## src/rtl/multi_digit_counter_display_if.sv

```systemverilog
// Control and display signal bundle for multi_digit_counter_display.
// The master drives the counter controls; the slave (the counter) drives count, pulses and display pins.
interface multi_digit_counter_display_if #(
    parameter int DIGITS = 4
);
    logic                  enable;
    logic                  up_down;
    logic                  load;
    logic [4*DIGITS-1:0]   load_value;
    logic [4*DIGITS-1:0]   count;
    logic                  tick;
    logic                  wrap;
    logic [6:0]            abcdefg;
    logic [DIGITS-1:0]     digit_sel;

    modport master (
        output enable, up_down, load, load_value,
        input  count, tick, wrap, abcdefg, digit_sel
    );

    modport slave (
        input  enable, up_down, load, load_value,
        output count, tick, wrap, abcdefg, digit_sel
    );
endinterface

```

## src/rtl/multi_digit_counter_display.sv

```systemverilog
// Multi-digit BCD/hex up/down counter with tick prescaler, synchronous load and wrap flag,
// driving a time-multiplexed 7-segment display with optional leading-zero blanking.
module multi_digit_counter_display #(
    parameter int DIGITS    = 4,
    parameter int HEX_MODE  = 0,
    parameter int COUNT_DIV = 12_000_000,
    parameter int SCAN_DIV  = 3000,
    parameter int BLANK_LZ  = 0
) (
    input  logic                          clock,
    input  logic                          reset,
    multi_digit_counter_display_if.slave  bus
);

    localparam int PW = (COUNT_DIV > 1) ? $clog2(COUNT_DIV) : 1;
    localparam int SW = (SCAN_DIV > 1) ? $clog2(SCAN_DIV) : 1;
    localparam int IW = (DIGITS > 1) ? $clog2(DIGITS) : 1;

    localparam logic [3:0]    MAX_DIGIT  = (HEX_MODE != 0) ? 4'hF : 4'h9;
    localparam logic [PW-1:0] PRESC_LAST = PW'(COUNT_DIV - 1);
    localparam logic [SW-1:0] SCAN_LAST  = SW'(SCAN_DIV - 1);
    localparam logic [IW-1:0] IDX_LAST   = IW'(DIGITS - 1);
    localparam logic [6:0]    GLYPH_ZERO = 7'b1111110;

    logic [4*DIGITS-1:0] count_q;
    logic [PW-1:0]       presc_q;
    logic                tick_q;
    logic                wrap_q;
    logic [SW-1:0]       scan_cnt_q;
    logic [IW-1:0]       scan_idx_q;
    logic [DIGITS-1:0]   digit_sel_q;
    logic [6:0]          abcdefg_q;

    logic [4*DIGITS-1:0] count_step;
    logic                step_wrap;
    logic [4*DIGITS-1:0] load_clamped;
    logic [DIGITS-1:0]   blank_mask;
    logic                upper_zero;
    logic [3:0]          cur_digit;

    function automatic logic [6:0] seg_decode(input logic [3:0] d);
        case (d)
            4'h0:    seg_decode = 7'b1111110;
            4'h1:    seg_decode = 7'b0110000;
            4'h2:    seg_decode = 7'b1101101;
            4'h3:    seg_decode = 7'b1111001;
            4'h4:    seg_decode = 7'b0110011;
            4'h5:    seg_decode = 7'b1011011;
            4'h6:    seg_decode = 7'b1011111;
            4'h7:    seg_decode = 7'b1110000;
            4'h8:    seg_decode = 7'b1111111;
            4'h9:    seg_decode = 7'b1111011;
            4'hA:    seg_decode = 7'b1110111;
            4'hB:    seg_decode = 7'b0011111;
            4'hC:    seg_decode = 7'b1001110;
            4'hD:    seg_decode = 7'b0111101;
            4'hE:    seg_decode = 7'b1001111;
            default: seg_decode = 7'b1000111;
        endcase
    endfunction

    // Ripple carry/borrow: step_wrap starts as the incoming carry and survives only if every digit rolled.
    always_comb begin
        // NOTE: every combinational output gets a default first so no path can infer a latch.
        count_step = count_q;
        step_wrap  = 1'b1;
        for (int i = 0; i < DIGITS; i++) begin
            if (step_wrap) begin
                if (bus.up_down) begin
                    if (count_q[4*i +: 4] == MAX_DIGIT) begin
                        count_step[4*i +: 4] = 4'h0;
                    end else begin
                        count_step[4*i +: 4] = count_q[4*i +: 4] + 4'h1;
                        step_wrap            = 1'b0;
                    end
                end else begin
                    if (count_q[4*i +: 4] == 4'h0) begin
                        count_step[4*i +: 4] = MAX_DIGIT;
                    end else begin
                        count_step[4*i +: 4] = count_q[4*i +: 4] - 4'h1;
                        step_wrap            = 1'b0;
                    end
                end
            end
        end
    end

    always_comb begin
        load_clamped = bus.load_value;
        if (HEX_MODE == 0) begin
            for (int i = 0; i < DIGITS; i++) begin
                if (bus.load_value[4*i +: 4] > 4'd9) load_clamped[4*i +: 4] = 4'd9;
            end
        end
    end

    // Digit i (i > 0) is blanked when it and all digits above it are zero.
    always_comb begin
        blank_mask = '0;
        upper_zero = 1'b1;
        for (int i = DIGITS - 1; i > 0; i--) begin
            upper_zero    = upper_zero & (count_q[4*i +: 4] == 4'h0);
            blank_mask[i] = upper_zero && (BLANK_LZ != 0);
        end
    end

    assign cur_digit = count_q[4*scan_idx_q +: 4];

    // Load outranks a step on the same edge and restarts the prescaler.
    always_ff @(posedge clock) begin
        // NOTE: sequential state uses non-blocking assignments so every register samples pre-edge values.
        if (reset) begin
            count_q <= '0;
            presc_q <= '0;
            tick_q  <= 1'b0;
            wrap_q  <= 1'b0;
        end else if (bus.load) begin
            count_q <= load_clamped;
            presc_q <= '0;
            tick_q  <= 1'b0;
            wrap_q  <= 1'b0;
        end else if (bus.enable && (presc_q == PRESC_LAST)) begin
            count_q <= count_step;
            presc_q <= '0;
            tick_q  <= 1'b1;
            wrap_q  <= step_wrap;
        end else begin
            if (bus.enable) presc_q <= presc_q + PW'(1);
            tick_q <= 1'b0;
            wrap_q <= 1'b0;
        end
    end

    always_ff @(posedge clock) begin
        if (reset) begin
            scan_cnt_q <= '0;
            scan_idx_q <= '0;
        end else if (scan_cnt_q == SCAN_LAST) begin
            scan_cnt_q <= '0;
            scan_idx_q <= (scan_idx_q == IDX_LAST) ? '0 : scan_idx_q + IW'(1);
        end else begin
            scan_cnt_q <= scan_cnt_q + SW'(1);
        end
    end

    // Select and segments are registered together so the pins never show a mismatched pair.
    always_ff @(posedge clock) begin
        if (reset) begin
            digit_sel_q <= DIGITS'(1);
            abcdefg_q   <= GLYPH_ZERO;
        end else begin
            digit_sel_q <= DIGITS'(1) << scan_idx_q;
            abcdefg_q   <= blank_mask[scan_idx_q] ? 7'b0000000 : seg_decode(cur_digit);
        end
    end

    assign bus.count     = count_q;
    assign bus.tick      = tick_q;
    assign bus.wrap      = wrap_q;
    assign bus.digit_sel = digit_sel_q;
    assign bus.abcdefg   = abcdefg_q;

endmodule

```

## src/flat_wrapper.sv

```systemverilog
// flat-port wrapper written by rule: the top's interface ports become plain ports
module multi_digit_counter_display_flat 
#(
    parameter int DIGITS    = 4,
    parameter int HEX_MODE  = 0,
    parameter int COUNT_DIV = 12_000_000,
    parameter int SCAN_DIV  = 3000,
    parameter int BLANK_LZ  = 0
)
  (clock, reset, bus_enable, bus_up_down, bus_load, bus_load_value, bus_count, bus_tick, bus_wrap, bus_abcdefg, bus_digit_sel);
  multi_digit_counter_display_if #(.DIGITS(DIGITS)) bus_i ();
  input  logic clock;
  input  logic reset;
  input wire logic [$bits(bus_i.enable)-1:0] bus_enable;
  input wire logic [$bits(bus_i.up_down)-1:0] bus_up_down;
  input wire logic [$bits(bus_i.load)-1:0] bus_load;
  input wire logic [$bits(bus_i.load_value)-1:0] bus_load_value;
  output wire logic [$bits(bus_i.count)-1:0] bus_count;
  output wire logic [$bits(bus_i.tick)-1:0] bus_tick;
  output wire logic [$bits(bus_i.wrap)-1:0] bus_wrap;
  output wire logic [$bits(bus_i.abcdefg)-1:0] bus_abcdefg;
  output wire logic [$bits(bus_i.digit_sel)-1:0] bus_digit_sel;
  assign bus_i.enable = bus_enable;
  assign bus_i.up_down = bus_up_down;
  assign bus_i.load = bus_load;
  assign bus_i.load_value = bus_load_value;
  assign bus_count = bus_i.count;
  assign bus_tick = bus_i.tick;
  assign bus_wrap = bus_i.wrap;
  assign bus_abcdefg = bus_i.abcdefg;
  assign bus_digit_sel = bus_i.digit_sel;
  multi_digit_counter_display #(.DIGITS(DIGITS), .HEX_MODE(HEX_MODE), .COUNT_DIV(COUNT_DIV), .SCAN_DIV(SCAN_DIV), .BLANK_LZ(BLANK_LZ)) u_core (.clock(clock), .reset(reset), .bus(bus_i));
endmodule
```

## config.mk

```make
export PLATFORM = sky130hd
export DESIGN_NAME = multi_digit_counter_display_flat
export DESIGN_NICKNAME = d
export VERILOG_FILES = /design/src/rtl/multi_digit_counter_display_if.sv /design/src/rtl/multi_digit_counter_display.sv /design/src/flat_wrapper.sv
export SDC_FILE = /design/constraint.sdc
export NUM_CORES = 1
export LEC_CHECK = 0
export ABC_AREA = 1
export BUFFER_PORTS_ARGS = -buffer_cell sky130_fd_sc_hd__buf_2
export CAP_MARGIN = 25
export CORE_UTILIZATION = 35
export CTS_CLUSTER_DIAMETER = 100
export DETAILED_ROUTE_END_ITERATION = 10
export SLEW_MARGIN = 15
export SYNTH_ARGS = -nofsm -noshare
export SYNTH_HDL_FRONTEND = slang
export SYNTH_SLANG_ARGS = --single-unit
```

## constraint.sdc

```tcl
create_clock -name clock -period 4.2 [get_ports clock]
set_clock_uncertainty 0.05 [all_clocks]
set_input_delay 0.21 -clock clock [delete_from_list [all_inputs] [get_ports clock]]
set_output_delay 0.21 -clock clock [all_outputs]
set_load 0.01 [all_outputs]
```

# Word-level counts from Yosys, hierarchy flattened

Memory sizes are Yosys's and may differ from the RTL's.
Index checks and enable logic that the tools add are counted.

Add/sub/neg operators: 11
Order comparisons: 5
Equality and inequality tests: 7
Shift-type cells: 2
Mux-type cells: 40
Bitwise operators: 2
Reduce and logical (&&, ||, !) cells: 17

Operators by type and width:

| operator                | count |
|---|---|
| $mux W4                 | 19 |
| $mux W16                | 2 |
| $add A24 B1 Y24 const B | 1 |
| $eq A24 B24 Y1 const B  | 1 |
| $add A4 B1 Y4 const B   | 4 |
| $eq A4 B4 Y1 const B    | 4 |
| $gt A4 B4 Y1 const B    | 4 |
| $logic_not A4 Y1        | 4 |
| $mux W1                 | 16 |
| $shiftx A16 B5 Y4       | 1 |
| $sub A4 B1 Y4 const B   | 4 |
| $add A12 B1 Y12 const B | 1 |
| $eq A12 B12 Y1 const B  | 1 |
| $reduce_bool A2 Y1      | 4 |
| $mux W7                 | 1 |
| $reduce_and A2 Y1       | 3 |
| $reduce_or A2 Y1        | 3 |
| $reduce_or A4 Y1        | 1 |
| $shl A1 B2 Y4 const A   | 1 |
| $lt A2 B3 Y1 const B    | 1 |
| $reduce_or A3 Y1        | 1 |
| $add A2 B1 Y2 const B   | 1 |
| $bmux W1 S2             | 1 |
| $eq A2 B2 Y1 const B    | 1 |
| 3 further kinds         | 4 |

Bits in registers: 67
ROM bits: 112
Bits of input ports: 21
Word-level logic and storage cells: 97
Memories kept: 1

Memory list:

| memory          | depth | bits a word | read ports | clocked after memory_dff | write ports | line                              | RTL |
|---|---|---|---|---|---|---|---|
| (no name shown) | 16    | 7           | 1          | 0                        | 0           | multi_digit_counter_display.sv:42 | `case (d)` |

# Longest topological paths before layout

Word-level depth: 8
Mapped depth: 11

# Worst setup path before layout

Ideal clock, no wire load.

Kind: reg2reg
Start: register u_core.scan_idx_q[0]
End: register u_core.abcdefg_q[3] (netlist: u_core.bus.abcdefg[3])
Setup time: 130 ps
Arrival time: 1644 ps
Required time: 4020 ps
Path slack: 2376 ps
Stages on the path, launching flop included: 11
Buffers on the path: 1
Clock period less this slack: 1824 ps
Cells stage by stage: dfxtp_1 inv_1 buf_2 nand2_1 a32oi_1 inv_1 ha_1 nand2_1 o21ai_0 nand2_1 nand3_1

Cells in the longest elaborated chain, start to end: 3
Elaborated cells on any way between the ends: 5
Classes of those cells: 1 x shift; 3 x mux; 1 x memory

Ends and longest elaborated chain:

| element                                          | line                                                                   | RTL |
|---|---|---|
| from (decl)                                      | multi_digit_counter_display.sv:30                                      | `logic [IW-1:0] scan_idx_q;` |
| from (signal assigned)                           | multi_digit_counter_display.sv:140                                     | `scan_idx_q <= (scan_idx_q == IDX_LAST) ? '0 : scan_idx_q + IW'(1);` |
| $shiftx A16 B5 Y4 or $bmux W1 S2 (tied branches) | multi_digit_counter_display.sv:107, multi_digit_counter_display.sv:153 |  |
| $mem_v2 Z16 W7 or $mux W1 (tied branches)        | n/a                                                                    |  |
| $mux W7 (*)                                      | multi_digit_counter_display.sv:153                                     | `abcdefg_q <= blank_mask[scan_idx_q] ? 7'b0000000 : seg_decode(cur_digit);` |
| to (signal assigned)                             | multi_digit_counter_display.sv:153                                     |  |
| to (decl)                                        | multi_digit_counter_display.sv:32                                      | `logic [6:0] abcdefg_q;` |

Every way passes the cells marked *; elsewhere a longest branch is shown, timed or not. The select of a mux whose other input is x is not followed.
A chain may end at the register's enable or synchronous reset.

# Worst setup path in the final report

Same ends and word-level chain as after synthesis.

==> impl_metrics.toml <==
[outcome]
status = "finished clean"

[worst_setup_path]
critPathArrivalTime_ns = 2.38
worstSetupEndpointType = "flop"
crit_fanout = 12
r2r-end = "u_core.bus.abcdefg[3]"
rr_worst_depth = 9
r2r_slack_ns = 1.97
path_class = "reg -> reg"
cp.required_ns = 4.35
r2r_start = "u_core.scan_idx_q[0]"
critPathLaunchType = "flop"

[logic_synthesis]
synth_area_per_cell_um2 = 6.431
ys_types = 39
synth_edf_count = 0
ys_seq_elements = 67
synth_top_area_share_pct = 32.74
netlist.top_cell.by_area = "dfxtp_1"
synth.net_count = 669
yosysMostFrequentCell = "nand2_1"
ys_seq_area_share_pct = 32.74
yosysWarningCount = 0
async_flop_share_pct = 0
synth_top_cells_by_count = "162 x nand2_1, 96 x nor2_1, 67 x dfxtp_1, 65 x inv_1, 43 x o21ai_0"
netlist_area_um2 = 4096
syn_inst = 637
ys.flop_type = "dfxtp_1"
synth_area_leaders = "dfxtp_1 33%, nand2_1 15%, nor2_1 8.8%"

[clock_network]
cts_setup_buffers = 0
cts-buffers-inserted = 9
hold_buffers = 0
root_buffer = "clkbuf_16"
insertion_delay_ns = 0.34
cts_tree = "done"
clk_pin_slew_worst_paths_ns = 0.06
cts_max_level = 3
cts_buffer_depth = 2
cts-resized-gates = 0
cts_sinks = 67

[grt]
grt_pass1_wl_mm = 16.39
antenna_found_initial = 0
overflow = 0
grt_use_total_pct = 17.46
grt_pass1_vias = 3581
grt_max_degree = 26

[pwr]
pwr-share-seq_pct = 37.1
p_per_area_nw_per_um2 = 382.1
p_leak_uw = 0.002115
intPower_uw = 1386
combPwrFrac_pct = 11.1
clkPwrFrac_pct = 51.8
switching_share_pct = 24.58
power.switching_uw = 452.0
peakVddDrop_v = 0.0002495

[detailed_routing]
vias_per_cell = 4.801
first_iter_violations = 172
vias = 3980
ant_nets = 0
wirelength_mm = 9.867
drc_errors = 0
detail_route.wl_per_cell_um = 11.90
first_pass_iters = 4

[floorplan]
die_area_um2 = 12140
io_pins = 50
initial_utilization_pct = 35.88
die_h_um = 110.2
die_w_um = 110.2
placementRows = 39
core-area_um2 = 11420

[timing]
hold_viol_final = 0
final.setup.worst_slack_ns = 1.969
slew_viol_final = 0
fin_crit_ns = 2.231
setup_violations = 0
fin_tns_setup_ns = 0
fin_crit_sh_pct = 53.12
relSlewSlack_pct = 44.47
rsz0062_at_grt = "false"
timing.fmax_mhz = 448.2
worstMarginPinSlew_ns = 0.8321

[worst_hold_path]
hold_end = "u_core.bus.count[11]"
hp-start = "reset"
hp-class = "in -> reg"
whs_path_depth = 2

[layout]
fillers = 1216
drive_gt1_share_pct = 15.31
num_antenna_cells = 0
fin_util_pct = 42.13
final_area_um2 = 4811
syn_to_final_growth_pct = 17.44
final_net_count = 713
stdcell_count = 829

[placement]
place_ws_ns = 2.014
routabilityCongestion = 0.8366
port_buffers = 49
dp_hpwl_mm = 7.318
placedInstanceArea_um2 = 4436
dp_cells = 813

[job]
drv_cap = 0
-- layout by cell type, fill, tap and decap left out, types with 2 or more instances in the layout --
master	count
nand2_1	162
nor2_1	96
dfxtp_1	67
inv_1	65
buf_2	49
o21ai_0	43
a21oi_1	32
nand3_1	31
nor3_1	20
xor2_1	12
ha_1	11
nand2_2	9
nand4_1	9
clkbuf_16	9
inv_2	7
nor2_2	7
o21ai_1	6
o211ai_1	6
xnor2_1	5
nand3_2	4
or2_2	4
bufinv_16	4
nor2_4	3
nor3b_1	3
a211oi_1	3
nand2_4	2
and2_1	2
a21oi_2	2
o21a_1	2
-- routing by layer --
layer	share of wire (%)	global-route usage (%)	vias up	routed length (um)
met2	46	29.51	68	4545
met3	4.5	4.115	10	445
met4	1.3	6.485	0	131
met5	0	0	-	0
li1	-	-	2125	-
met1	48	21.51	1777	4746
-- cell type report --
type                       instances  area (um^2)  area share, %
clock inverter                     6        136.4          2.835
tap                              143        178.9          3.719
timing repair buffer              49        245.2          5.098
inverter                          72        270.3          5.618
multi-input combinational        482         2400          49.88
clock buffer                      10        239.0          4.967
sequential                        67         1341          27.88
-- flip-flops by register name, summed over array words and instances (netlist names) --
name / count
u_core.presc_q: 24
u_core.bus.count: 16
u_core.scan_cnt_q: 12
u_core.bus.abcdefg: 7
u_core.bus.digit_sel: 4
u_core.scan_idx_q: 2
u_core.bus.tick: 1
u_core.bus.wrap: 1
-- per-stage QoR --
step	total power (uW)	hold slack [ns]
6_report	1838	0.1292
5_1_grt	1931	0.1311
4_1_cts	1858	0.1146
3_5_place_dp	900.6	0.3916
3_3_place_gp	896.9	0.3863
2_1_floorplan	839.6	0.3486
-- power groups by stage --
stage / sequential, uW / clock, uW / combinational (uW)
floorplan: 697 / 0 / 143
global placement: 696 / 0 / 201
detailed placement: 697 / 0 / 204
CTS: 682 / 970 / 205
global route: 687 / 1010 / 238
finish: 682 / 952 / 205
-- cells by family (layout without fill, tap and decap cells) --
logic type	Yosys count	count (layout)	share of synthesized area, %
flops	67	67	32.74
xor+xnor	17	17	3.635
simple gates	358	358	38.88
compound gates	96	96	12.71
buf+inv	88	137	8.674
fa+ha+maj	11	11	3.360
-- worst max path at each step --
stage	startpoint	end	slack [ns]	cells past startpoint
3_5_place_dp	u_core.scan_idx_q[0]	u_core.bus.abcdefg[3]	2.01	9
2_1_floorplan	u_core.scan_idx_q[0]	u_core.bus.abcdefg[3]	2.38	10
5_1_grt	u_core.scan_idx_q[0]	u_core.bus.abcdefg[3]	1.78	9
6_report	u_core.scan_idx_q[0]	u_core.bus.abcdefg[3]	1.97	9
4_1_cts	u_core.scan_idx_q[0]	u_core.bus.abcdefg[3]	2.00	9
3_3_place_gp	u_core.scan_idx_q[0]	u_core.bus.abcdefg[3]	2.08	9
-- critical path: stages, from the launching register on --
cell and delay, ns:
dfxtp_1 0.42, inv_1 0.29, nand2_1 0.09, a32oi_1 0.42, inv_1 0.19, ha_1 0.33
nand2_1 0.08, o21ai_0 0.08, nand2_1 0.06, nand3_1 0.06
Note: power is estimated with default switching activity, not from simulation.
